$ cat src/rtl/spi_arb_pkg.sv
// spi_arb_pkg
//   Shared types and constants for the SPI request arbiter slice.
//   - arb_state_e : transaction FSM states
//   - ID_W        : width of the requester index carried on RESP_ID
//   - cnt_width() : handshake-phase timer width for a given timeout
package spi_arb_pkg;

  localparam int ID_W = 3;

  localparam int TIMEOUT_CYCLES_DEF = 4096;

  // Timer must hold 0..cycles-1; never collapse to a zero-width vector.
  function automatic int cnt_width(input int cycles);
    return (cycles > 1) ? $clog2(cycles) : 1;
  endfunction

  localparam int CNT_W = cnt_width(TIMEOUT_CYCLES_DEF);

  typedef enum logic [1:0] {
    IDLE    = 2'd0,
    LAUNCH  = 2'd1,
    CAPTURE = 2'd2,
    RELEASE = 2'd3
  } arb_state_e;

endpackage

$ cat src/rtl/rr_arbiter.sv
// rr_arbiter
//   Combinational round-robin pick: the first asserted request at or after
//   ptr, wrapping from NUM_REQ-1 back to 0.
//   req    : request levels
//   ptr    : highest-priority index (always < NUM_REQ)
//   gnt    : one-hot winner (all zero when nothing requests)
//   gnt_id : encoded winner index
//   any    : at least one request is pending
module rr_arbiter
  import spi_arb_pkg::*;
#(
  parameter int NUM_REQ = 3
) (
  input  logic [NUM_REQ-1:0] req,
  input  logic [ID_W-1:0]    ptr,
  output logic [NUM_REQ-1:0] gnt,
  output logic [ID_W-1:0]    gnt_id,
  output logic               any
);

  assign any = |req;

  // NOTE: every output of a combinational block gets a default before any
  // conditional assignment, otherwise synthesis infers latches.
  always_comb begin
    int unsigned idx;
    logic        found;
    gnt    = '0;
    gnt_id = '0;
    found  = 1'b0;
    idx    = 0;
    for (int off = 0; off < NUM_REQ; off++) begin
      // Explicit wrap so non-power-of-two NUM_REQ works.
      idx = int'(ptr) + off;
      if (idx >= NUM_REQ) idx = idx - NUM_REQ;
      if (!found && req[idx]) begin
        found    = 1'b1;
        gnt[idx] = 1'b1;
        gnt_id   = ID_W'(idx);
      end
    end
  end

endmodule

$ cat src/rtl/spi_request_arbiter.sv
// spi_request_arbiter
//   Shares one SPI_Master engine between NUM_REQ requesters. A round-robin
//   winner's command word and chip-select are latched, the master's
//   start/done four-phase handshake is run, and the read word is returned
//   tagged with the requester index. Each handshake phase is bounded by
//   TIMEOUT_CYCLES; a stuck DONE in the release phase raises sticky FAULT.
//
//   BOARD_CLOCK / RST_N      : clock, asynchronous active-low reset
//   REQ, REQ_DATA, REQ_SEL   : per-requester level, command word, chip-select
//   GNT                      : one-hot grant, held for the transaction
//   RESP_VALID/ID/DATA/TIMEOUT : one-cycle completion report
//   BUSY, FAULT              : not-idle status, sticky release-phase fault
//   SPI_STAR_O/I_O/SEL_O     : to master start, command, chip-select
//   SPI_DONE_I, SPI_O_I      : from master done (asynchronous), read word
module spi_request_arbiter
  import spi_arb_pkg::*;
#(
  parameter int NUM_REQ        = 3,
  parameter int TIMEOUT_CYCLES = 4096,
  parameter int SYNC_STAGES    = 2
) (
  input  logic                   BOARD_CLOCK,
  input  logic                   RST_N,
  input  logic [NUM_REQ-1:0]     REQ,
  input  logic [32*NUM_REQ-1:0]  REQ_DATA,
  input  logic [2*NUM_REQ-1:0]   REQ_SEL,
  output logic [NUM_REQ-1:0]     GNT,
  output logic                   RESP_VALID,
  output logic [ID_W-1:0]        RESP_ID,
  output logic [31:0]            RESP_DATA,
  output logic                   RESP_TIMEOUT,
  output logic                   BUSY,
  output logic                   FAULT,
  output logic                   SPI_STAR_O,
  output logic [31:0]            SPI_I_O,
  output logic [1:0]             SPI_SEL_O,
  input  logic                   SPI_DONE_I,
  input  logic [31:0]            SPI_O_I
);

  localparam int              TMR_W    = cnt_width(TIMEOUT_CYCLES);
  localparam logic [TMR_W-1:0] TMR_LAST = TMR_W'(TIMEOUT_CYCLES - 1);

  arb_state_e             state_q, state_nxt;
  logic [TMR_W-1:0]       tmr_q;
  logic [ID_W-1:0]        rr_ptr;
  logic [ID_W-1:0]        serve_id;
  logic                   abort_q;
  logic [SYNC_STAGES-1:0] done_sync;
  logic                   done_s;

  logic [NUM_REQ-1:0]     arb_gnt;
  logic [ID_W-1:0]        arb_id;
  logic                   arb_any;

  logic take_grant, do_capture, launch_to, finish, release_to;
  logic [ID_W-1:0]        next_ptr;

  // DONE comes from the master's divided clock domain.
  // NOTE: sequential state always uses non-blocking assignments so every
  // flop samples pre-edge values; blocking here would collapse the chain.
  always_ff @(posedge BOARD_CLOCK or negedge RST_N) begin
    if (!RST_N) begin
      done_sync <= '0;
    end else begin
      done_sync[0] <= SPI_DONE_I;
      for (int i = 1; i < SYNC_STAGES; i++) done_sync[i] <= done_sync[i-1];
    end
  end

  assign done_s = done_sync[SYNC_STAGES-1];

  rr_arbiter #(.NUM_REQ(NUM_REQ)) u_rr_arbiter (
    .req    (REQ),
    .ptr    (rr_ptr),
    .gnt    (arb_gnt),
    .gnt_id (arb_id),
    .any    (arb_any)
  );

  always_ff @(posedge BOARD_CLOCK or negedge RST_N) begin
    if (!RST_N) state_q <= IDLE;
    else        state_q <= state_nxt;
  end

  always_comb begin
    state_nxt  = state_q;
    take_grant = 1'b0;
    do_capture = 1'b0;
    launch_to  = 1'b0;
    finish     = 1'b0;
    release_to = 1'b0;
    unique case (state_q)
      IDLE: begin
        if (arb_any) begin
          take_grant = 1'b1;
          state_nxt  = LAUNCH;
        end
      end
      LAUNCH: begin
        if (done_s) begin
          state_nxt = CAPTURE;
        end else if (tmr_q == TMR_LAST) begin
          launch_to = 1'b1;
          state_nxt = RELEASE;
        end
      end
      CAPTURE: begin
        do_capture = 1'b1;
        state_nxt  = RELEASE;
      end
      RELEASE: begin
        if (!done_s) begin
          finish    = 1'b1;
          state_nxt = IDLE;
        end else if (tmr_q == TMR_LAST) begin
          release_to = 1'b1;
          state_nxt  = IDLE;
        end
      end
      default: state_nxt = IDLE;
    endcase
  end

  // One timer shared by both handshake phases: zero on every state entry,
  // saturating at the timeout value.
  always_ff @(posedge BOARD_CLOCK or negedge RST_N) begin
    if (!RST_N) begin
      tmr_q <= '0;
    end else if (state_nxt != state_q || state_q == IDLE) begin
      tmr_q <= '0;
    end else if (tmr_q != TMR_LAST) begin
      tmr_q <= tmr_q + 1'b1;
    end
  end

  assign next_ptr = (serve_id == ID_W'(NUM_REQ - 1)) ? '0 : serve_id + 1'b1;

  always_ff @(posedge BOARD_CLOCK or negedge RST_N) begin
    if (!RST_N) begin
      GNT          <= '0;
      RESP_VALID   <= 1'b0;
      RESP_ID      <= '0;
      RESP_DATA    <= '0;
      RESP_TIMEOUT <= 1'b0;
      FAULT        <= 1'b0;
      SPI_I_O      <= '0;
      SPI_SEL_O    <= '0;
      serve_id     <= '0;
      rr_ptr       <= '0;
      abort_q      <= 1'b0;
    end else begin
      RESP_VALID <= 1'b0;
      if (take_grant) begin
        GNT       <= arb_gnt;
        SPI_I_O   <= REQ_DATA[32*int'(arb_id) +: 32];
        SPI_SEL_O <= REQ_SEL[2*int'(arb_id) +: 2];
        serve_id  <= arb_id;
        abort_q   <= 1'b0;
      end
      if (launch_to) abort_q <= 1'b1;
      if (do_capture) RESP_DATA <= SPI_O_I;
      if (finish || release_to) begin
        RESP_VALID   <= 1'b1;
        RESP_ID      <= serve_id;
        RESP_TIMEOUT <= abort_q || release_to;
        // Aborted transactions never report a stale word.
        if (abort_q || release_to) RESP_DATA <= '0;
        GNT    <= '0;
        rr_ptr <= next_ptr;
      end
      if (release_to) FAULT <= 1'b1;
    end
  end

  // Decoded from the state flop, so reset drops start immediately.
  assign SPI_STAR_O = (state_q == LAUNCH) || (state_q == CAPTURE);
  assign BUSY       = (state_q != IDLE);

endmodule

$ cat config.mk
export PLATFORM = sky130hd
export DESIGN_NAME = spi_request_arbiter
export DESIGN_NICKNAME = d
export VERILOG_FILES = /design/src/rtl/spi_arb_pkg.sv /design/src/rtl/rr_arbiter.sv /design/src/rtl/spi_request_arbiter.sv
export SDC_FILE = /design/constraint.sdc
export NUM_CORES = 1
export LEC_CHECK = 0
export CAP_MARGIN = 20
export CORE_UTILIZATION = 46
export CTS_BUF_LIST = sky130_fd_sc_hd__clkbuf_8 sky130_fd_sc_hd__clkbuf_16
export DETAILED_ROUTE_END_ITERATION = 16
export GPL_ROUTABILITY_DRIVEN = 0
export GPL_TIMING_DRIVEN = 0
export PLACE_DENSITY = 0.82
export SLEW_MARGIN = 25
export SYNTH_ARGS = -nofsm -noshare
export SYNTH_HDL_FRONTEND = slang
export SYNTH_SLANG_ARGS = --single-unit
$ cat constraint.sdc
create_clock -name BOARD_CLOCK -period 4.1 [get_ports BOARD_CLOCK]
set_clock_uncertainty 0.05 [all_clocks]
set_input_delay 0.41 -clock BOARD_CLOCK [delete_from_list [all_inputs] [get_ports BOARD_CLOCK]]
set_output_delay 0.41 -clock BOARD_CLOCK [all_outputs]
set_load 0.02 [all_outputs]
### Word-level counts from Yosys, hierarchy flattened

Cells that the tools add are included.

* equal/unequal tests: 7
* bitwise gates (word level): 2
* magnitude comparators: 9
* multiplexer cells: 50
* reduce and logical (&&, ||, !) cells: 17
* add/sub/neg operators: 7
* shift operators: 2

Operators by type and width (count)
* $mux 32: 6
* $ge 32x1->1 const B: 3
* $lt 32x3->1 const B: 3
* $shiftx 96x9->32: 1
* $ge 32x2->1 const B: 2
* $sub 32x2->32 const B: 2
* $mux 3: 9
* $mux 12: 2
* $mux 1: 21
* $add 12x1->12 const B: 1
* $eq 12x12->1 const B: 1
* $ne 12x12->1 const B: 1
* $mux 2: 5
* $pmux 2 s4: 1
* $reduce_bool 2->1: 4
* $bmux 1 s2: 3
* $demux 1 s2: 3
* $or 3x3->3: 2
* $shiftx 6x5->2: 1
* $logic_and 1x1->1: 5
* $add 3x1->4 const B: 1
* $add 3x2->4 const B: 1
* $eq 2x2->1 const B: 2
* $logic_or 1x1->1: 4
* 9 further kinds: 10

* output and inout bits: 77
* logic and storage cells: 108
* bits in registers: 98

### Depth between registers and ports, before layout

Gate-level depths: netlist of run 1.

* depth in word-level cells: 13
* gate-level depth with buffers: 14
* depth with buffers taken out: 11

### Modules after synthesis

From an unflattened synthesis of run 1, not the netlist that was laid out.

* cell total of the unflattened synthesis: 560
* area, all modules: 5469.0 um^2

Modules (own cells, without submodules)
* spi_request_arbiter: cells each 466, area an instance 4762.1 um^2, times used 1, seq. area each 2452.4 um^2
* rr_arbiter: cells each 94, area an instance 706.9 um^2, times used 1, seq. area each 0.0 um^2

### Worst setup path after synthesis of run 1

No wires, ideal clock.

* path type: flip-flop to flip-flop
* start: register rr_ptr[1]
* end: register SPI_I_O[10]
* arrival time: 2.807 ns
* cell stages (with the launch flop): 12
* data required time: 3.920 ns
* slack: 1.113 ns
* cells stage by stage: dfrtp_1 > ha_1 > inv_1 > ha_1 > or4b_4 > and4_4 > o21bai_4 > a21o_1 > buf_2 > buf_2 > a211oi_2 > o31ai_2

* word-level cells in the longest chain between the ends: 12
* elaborated cells on any way between the ends: 27
* classes of those cells: add/sub: 5; order compare: 3; shift: 1; mux: 14; reduce/logical: 4

RTL lines
* start, declared: RTL line spi_request_arbiter.sv:46 `logic [ID_W-1:0] rr_ptr;`
* start signal, assigned: RTL line spi_request_arbiter.sv:170 `rr_ptr <= next_ptr;`
* parallel branches: the longest is 10 deep, another holds $sub 32x2->32
* $mux 3 *: RTL line rr_arbiter.sv:36 `if (!found && req[idx]) begin`
* $shiftx 96x9->32 *: RTL line spi_request_arbiter.sv:156 `SPI_I_O <= REQ_DATA[32*int'(arb_id) +: 32];`
* end signal, assigned: RTL line spi_request_arbiter.sv:156
* end, declared: RTL line spi_request_arbiter.sv:35 `output logic [31:0] SPI_I_O,`

Every way passes the cells marked *. The select of a mux whose other input is x is not followed.
A chain may end at the register's enable or synchronous reset.

### Worst setup path in the final report of run 1

* start: register rr_ptr[0]
* end: register SPI_I_O[18]

The elaborated chain is that of the path after synthesis.

==> flow_summary.toml, run 1 <==
[outcome]
outcome = "complete, no violations"

[worst_setup_path]
critical_path.max_fanout = 10
crit_arrival_ns = 3.77
reg2reg_slack_ns = 0.51
endpoint_kind = "register"
cp.required_ns = 4.28
r2r_start = "rr_ptr[0]"
r2r_cells = 12
worstReg2RegEnd = "SPI_I_O[18]"
crit_path_start_kind = "register"
path_class = "register to register"

[detailed_routing]
dr.first_iter.drc_count = 343
drt_wl_total_microns = 17200
ant_nets = 0
vias = 5576
wl_per_cell_microns = 16.9
via_per_inst = 5.48
drt-pass1-iter-count = 5
drc = 0

[logic_synthesis]
ys_ff_latch = 98
yosysSeqAreaShare_pct = 41.2
synthesis.nets = 770
synth_top_family_by_area = "compound AO/OA/AOI/OAI gates"
ys.flop_type = "dfrtp_1"
synth_xor_area_share_pct = 1.74
synth_adder_area_share_pct = 3.57
synth-compound-area-share_pct = 25.2
synth-simple-area-share_pct = 14.6
synth_edf_count = 0
netlist_instances = 613
synth.cell_area_sq_mm = 0.00596
synth_warnings = 0
synth_mux_area_share_pct = 6.93
avgSynthCellArea_sq_um = 9.72
async_flop_share_pct = 100
ys_types = 63

[cells_and_area]
final_common_cell = "clkdlybuf4s50_1"
final_util_pct = 69.0
fill_cells = 983
fin_area_sq_mm = 0.00871
mostFrequentLayoutCells = "214 x clkdlybuf4s50_1, 98 x dfrtp_1, 93 x nor2_1, 55 x nand2_1, 49 x inv_1"
drive_gt1_share_pct = 13.1
nNetsFinal = 998
area_growth_pct = 46.3
antenna_cells = 0

[global_route]
grt_max_degree = 68
grtUsageTotal_pct = 25.6
grt_pass1_vias = 5549
overflow = 0
grt_pass1_wl_microns = 26700
antenna_found_initial = 0

[floorplan]
fp.coreArea_sq_mm = 0.0126
fp.dieH_microns = 116
fp.dieW_microns = 116
dieArea_sq_mm = 0.0134
io_pins = 217
rows = 41
start_util_pct = 47.2

[cts]
cts_hold_buf = 1
cts_buffer_depth = 2
clock-sinks = 98
insertion_delay_ns = 0.34
cts_made_buffers = 9
cts_resized = 0
clk_pin_slew_ns = 0.07
post_cts_buffers = 0
htree_levels = 3
clockRootBuffer = "clkbuf_16"
cts_tree = "done"

[sta]
setup_violations = 0
relSlewSlack_pct = 35.5
worst_pin_slew_ns = 0.960
min_period_over_period_pct = 87.6
rsz0062_at_grt = "no"
clock.fmax_ghz = 0.278
hold_viol_final = 0
fin_crit_ns = 3.59
maxSlewViolCount = 0

[power_and_ir_drop]
p_clk_share_pct = 12.7
max-vdd-ir-drop_uv = 599
p_switching_mw = 3.64
totalPowerFinal_mw = 7.78
p_per_area_mw_per_mm2 = 893
switching_share_pct = 46.8
p_leak_nw = 3.68
p_comb_share_pct = 66.3
p_int_mw = 4.13
seqPwrFrac_pct = 20.9

[place]
dpl_cell_area_sq_mm = 0.00835
place_hpwl_microns = 13200
port-buffer-count = 215

[flow_run]
maxCapViolations = 0

[hold_path]
hold_path_end = "done_sync[1]"
worstHoldStart = "done_sync[0]"
min_delay_path_depth = 0
min_path_type = "register to register"
[power groups by stage]
stage / registers (mW) / clock network (mW) / logic, mW
6_report: 1.63 / 0.992 / 5.16
5_1_grt: 1.67 / 1.05 / 5.55
4_1_cts: 1.63 / 1.01 / 5.16
3_5_place_dp: 1.64 / 0 / 5.13
3_3_place_gp: 1.62 / 0 / 4.95
2_1_floorplan: 2.00 / 0 / 3.11
[Yosys cell counts, types with 2 or more instances]
library cell,number,area [sq um]
o22ai_1,2,12.5
a21o_1,2,15.0
a21oi_1,12,60.1
xor2_1,4,35.0
nand3b_1,2,15.0
nor3_1,6,30.0
o31ai_1,6,45.0
a211o_1,2,17.5
nand2_1,55,206
xnor2_1,6,52.6
or3_1,2,12.5
inv_1,49,184
a32oi_1,2,17.5
mux2_2,2,22.5
a211oi_2,31,388
mux2i_1,39,390
o21ai_0,11,55.1
nand3_1,9,45.0
a31oi_1,2,12.5
a211oi_1,42,315
nand4b_1,2,17.5
ha_1,17,213
or2_2,3,18.8
nor4_1,2,12.5
o31ai_2,28,350
clkbuf_1,27,101
buf_2,10,50.1
nand4_1,8,50.1
nand2b_1,5,31.3
nor2_1,93,349
dfrtp_1,98,2450
buf_6,3,33.8
[layer usage]
metal  track usage, %  vias to the layer above  routed length [microns]  part of all wire, %
met2             46.2                      260                     8790                   51
li1                 -                     2626                        -                    -
met5                0                        -                        0                    0
met4             10.3                        0                      449                  2.6
met3             5.49                       36                     1250                  7.3
met1             29.2                     2654                     6740                   39
[flip-flops by register name, indices dropped and copies added, names as in the netlist]
name	flops
RESP_DATA	32
abort_q	1
rr_ptr	3
SPI_I_O	32
RESP_TIMEOUT	1
serve_id	3
RESP_ID	3
RESP_VALID	1
tmr_q	12
done_sync	2
SPI_SEL_O	2
GNT	3
state_q	2
FAULT	1
[worst max path at each step]
stage               depth (start not counted)  startpoint  slack (ns)          end
finish                                     12   rr_ptr[0]        0.51  SPI_I_O[18]
global route                               11   rr_ptr[0]        0.28  SPI_I_O[26]
CTS                                        12   rr_ptr[0]        0.53   SPI_I_O[6]
detailed placement                         12   rr_ptr[0]        0.56  SPI_I_O[18]
global placement                            1       RST_N       -0.93  SPI_I_O[18]
floorplan                                  11   rr_ptr[1]        1.11  SPI_I_O[10]
[layout make-up]
type | instances | area, sq um | share of cell area, %
sequential | 98 | 2450 | 28.2
buffer | 43 | 218 | 2.50
tap | 172 | 215 | 2.47
timing repair buffer | 217 | 2190 | 25.2
clock inverter | 7 | 124 | 1.42
inverter | 49 | 184 | 2.11
multi-input combinational | 423 | 3100 | 35.6
clock buffer | 9 | 225 | 2.59
[cell families (layout without fill, tap and decap cells)]
logic type	Yosys count	count (layout)
multiplexers	41	41
flip-flops	98	98
adder cells (fa/ha/maj)	17	17
XOR/XNOR	11	11
AO/OA/AOI/OAI	158	158
buffers and inverters	92	325
AND/OR/NAND/NOR	196	196
[worst max-delay path, cell delays in order (launching register included)]
cell,delay [ns]
dfrtp_1,0.48
buf_2,0.28
inv_1,0.13
ha_1,0.30
clkbuf_2,0.17
or3b_1,0.39
a21boi_2,0.46
nor2_1,0.25
o221a_4,0.34
buf_6,0.14
buf_6,0.15
a211oi_2,0.22
o31ai_2,0.10
[stage by stage]
step / TNS (ns) / instances / hold WS [ns] / setup slack (ns)
floorplan: 0 / 613 / 0.0644 / 1.11
global placement: -90.79 / 1000 / 0.294 / -0.933
detailed placement: 0 / 1001 / 0.268 / 0.559
CTS: 0 / 1018 / 0.313 / 0.527
global route: 0 / 1018 / 0.328 / 0.283
finish: 0 / 1018 / 0.307 / 0.508
No activity file was read; power rests on OpenSTA's default activity.
==> run 2, diff against run 1 <==
--- a/config.mk
+++ b/config.mk
@@ -12,7 +12,7 @@
 export GPL_ROUTABILITY_DRIVEN = 0
 export GPL_TIMING_DRIVEN = 0
 export PLACE_DENSITY = 0.82
-export SLEW_MARGIN = 25
+export SLEW_MARGIN = 20
 export SYNTH_ARGS = -nofsm -noshare
 export SYNTH_HDL_FRONTEND = slang
 export SYNTH_SLANG_ARGS = --single-unit
==> results of run 2 <==
No change in the layout: final DEF, timing and power equal those of run 1.
==> run 3, diff against run 2 <==
--- a/config.mk
+++ b/config.mk
@@ -12,7 +12,7 @@
 export GPL_ROUTABILITY_DRIVEN = 0
 export GPL_TIMING_DRIVEN = 0
 export PLACE_DENSITY = 0.82
-export SLEW_MARGIN = 20
+export SLEW_MARGIN = 0
 export SYNTH_ARGS = -nofsm -noshare
 export SYNTH_HDL_FRONTEND = slang
 export SYNTH_SLANG_ARGS = --single-unit
==> flow_summary.toml, run 3 (synthesized netlist as in run 1, its figures left out) <==
[outcome]
outcome = "complete, no violations"

[cells_and_area]
multi_input_comb_area_sq_mm = 0.00310
area_growth_pct = 46.2
stdcell_count = 1018
fill_cells = 989
antenna_cells = 0
reg.largest.list = "RESP_DATA: 32 flops, SPI_I_O: 32 flops, tmr_q: 12 flops"
final_common_cell = "clkdlybuf4s50_1"
final_util_pct = 69.0
drive_gt1_share_pct = 13.1
seqCellArea_sq_mm = 0.00245
fin_area_sq_mm = 0.00871
mostFrequentLayoutCells = "214 x clkdlybuf4s50_1, 98 x dfrtp_1, 93 x nor2_1, 55 x nand2_1, 49 x inv_1"
nNetsFinal = 998

[floorplan]
rows = 41
dieArea_sq_mm = 0.0134
start_util_pct = 47.2
io_pins = 217
fp.dieW_microns = 116
fp.dieH_microns = 116
fp.coreArea_sq_mm = 0.0126

[sta]
maxSlewViolCount = 0
clock.fmax_ghz = 0.278
hold_slack_ns = 0.306
worst_pin_slew_ns = 0.987
setup_violations = 0
min_period_over_period_pct = 87.8
hold_viol_final = 0
relSlewSlack_pct = 33.7
fin_crit_ns = 3.60
rsz0062_at_grt = "no"

[global_route]
grt_max_degree = 68
grt_pass1_wl_microns = 27000
antenna_found_initial = 0
grt_pass1_vias = 5570
grtUsageTotal_pct = 25.8
overflow = 0

[detailed_routing]
dr_wl_met3_microns = 1190
dr.first_iter.drc_count = 357
ant_nets = 0
via_per_inst = 5.45
wl_met2_microns = 8880
wl_per_cell_microns = 17.0
vias = 5553
met1Wirelength_microns = 6830
drc = 0
drt-pass1-iter-count = 5
drt_wl_total_microns = 17300
top_layer = "met4"

[hold_path]
worstHoldStart = "done_sync[0]"
min_path_type = "register to register"

[cts]
insertion_delay_ns = 0.34
post_cts_buffers = 0
clockRootBuffer = "clkbuf_16"
cts_made_buffers = 9
cts_tree = "done"
cts_hold_buf = 1
cts_buffer_depth = 2
cts_resized = 0
clock-sinks = 98
htree_levels = 3
clk_pin_slew_ns = 0.07

[power_and_ir_drop]
p_leak_nw = 3.68
p_per_area_mw_per_mm2 = 894
max-vdd-ir-drop_uv = 564
totalPowerFinal_mw = 7.79

[worst_setup_path]
critPathTopFamily = "compound AO/OA/AOI/OAI gates"
max_stage_delay_ns = 0.48
r2r_start = "rr_ptr[0]"
crit_path_top_delay_cell = "dfrtp_1"
cp.required_ns = 4.32
worstPathCellList = "buf_2, inv_1, ha_1, clkbuf_2, clkbuf_1, nor2_1, nor2_1, ha_1, o311ai_0, a211o_1, a211oi_1, a221oi_1, a21oi_1"
path_class = "register to register"
critical_path.max_fanout = 10
crit_arrival_ns = 3.82
crit_start = "rr_ptr[0]"
crit_buf_inv = 4
endpoint_kind = "register"
crit_path_start_kind = "register"

[flow_run]
maxCapViolations = 0

[place]
port-buffer-count = 215
place_hpwl_microns = 13200
dp_cells = 1001
dpl_cell_area_sq_mm = 0.00835
## run 3: metrics by stage
| step | setup WS [ns] | setup TNS [ns] |
|---|---|---|
| 4_1_cts | 0.517 | 0 |
| 3_5_place_dp | 0.550 | 0 |
| 3_3_place_gp | -0.933 | -90.79 |
| 6_report | 0.499 | 0 |
| 2_1_floorplan | 1.11 | 0 |
| 5_1_grt | 0.285 | 0 |
## run 3: metal layers
| layer | up-vias | GRT usage, % |
|---|---|---|
| met5 | - | 0 |
| met4 | 0 | 11.0 |
| met3 | 32 | 4.18 |
| met2 | 262 | 47.1 |
| met1 | 2636 | 29.9 |
| li1 | 2623 | - |
## run 3: worst paths after layout
| kind | end | slack [ns] | depth (start not counted) |
|---|---|---|---|
| worst max-delay path | GNT[0] | 0.50 | 13 |
| worst min-delay path | done_sync[1] | 0.31 | 0 |
| worst max register to register | GNT[0] | 0.50 | 13 |
| worst min register to register | done_sync[1] | 0.31 | 0 |
| max in group asynchronous | SPI_I_O[16] | 2.80 | 3 |
| min in group asynchronous | tmr_q[8] | 0.53 | 2 |
## run 3: cell type report
class | count | share of cell area [%]
timing repair buffer | 217 | 25.1
clock inverter | 7 | 1.42
clock buffer | 9 | 2.59
inverter | 49 | 2.11
tap | 172 | 2.47
multi-input combinational | 423 | 35.6
buffer | 43 | 2.50
sequential | 98 | 28.2
## run 3: power by group
part	internal (mW)	switching, mW	leakage [nW]
combinational	2.16	3.00	2.27
clock	0.603	0.390	0.172
sequential	1.37	0.264	1.24
total	4.13	3.65	3.68
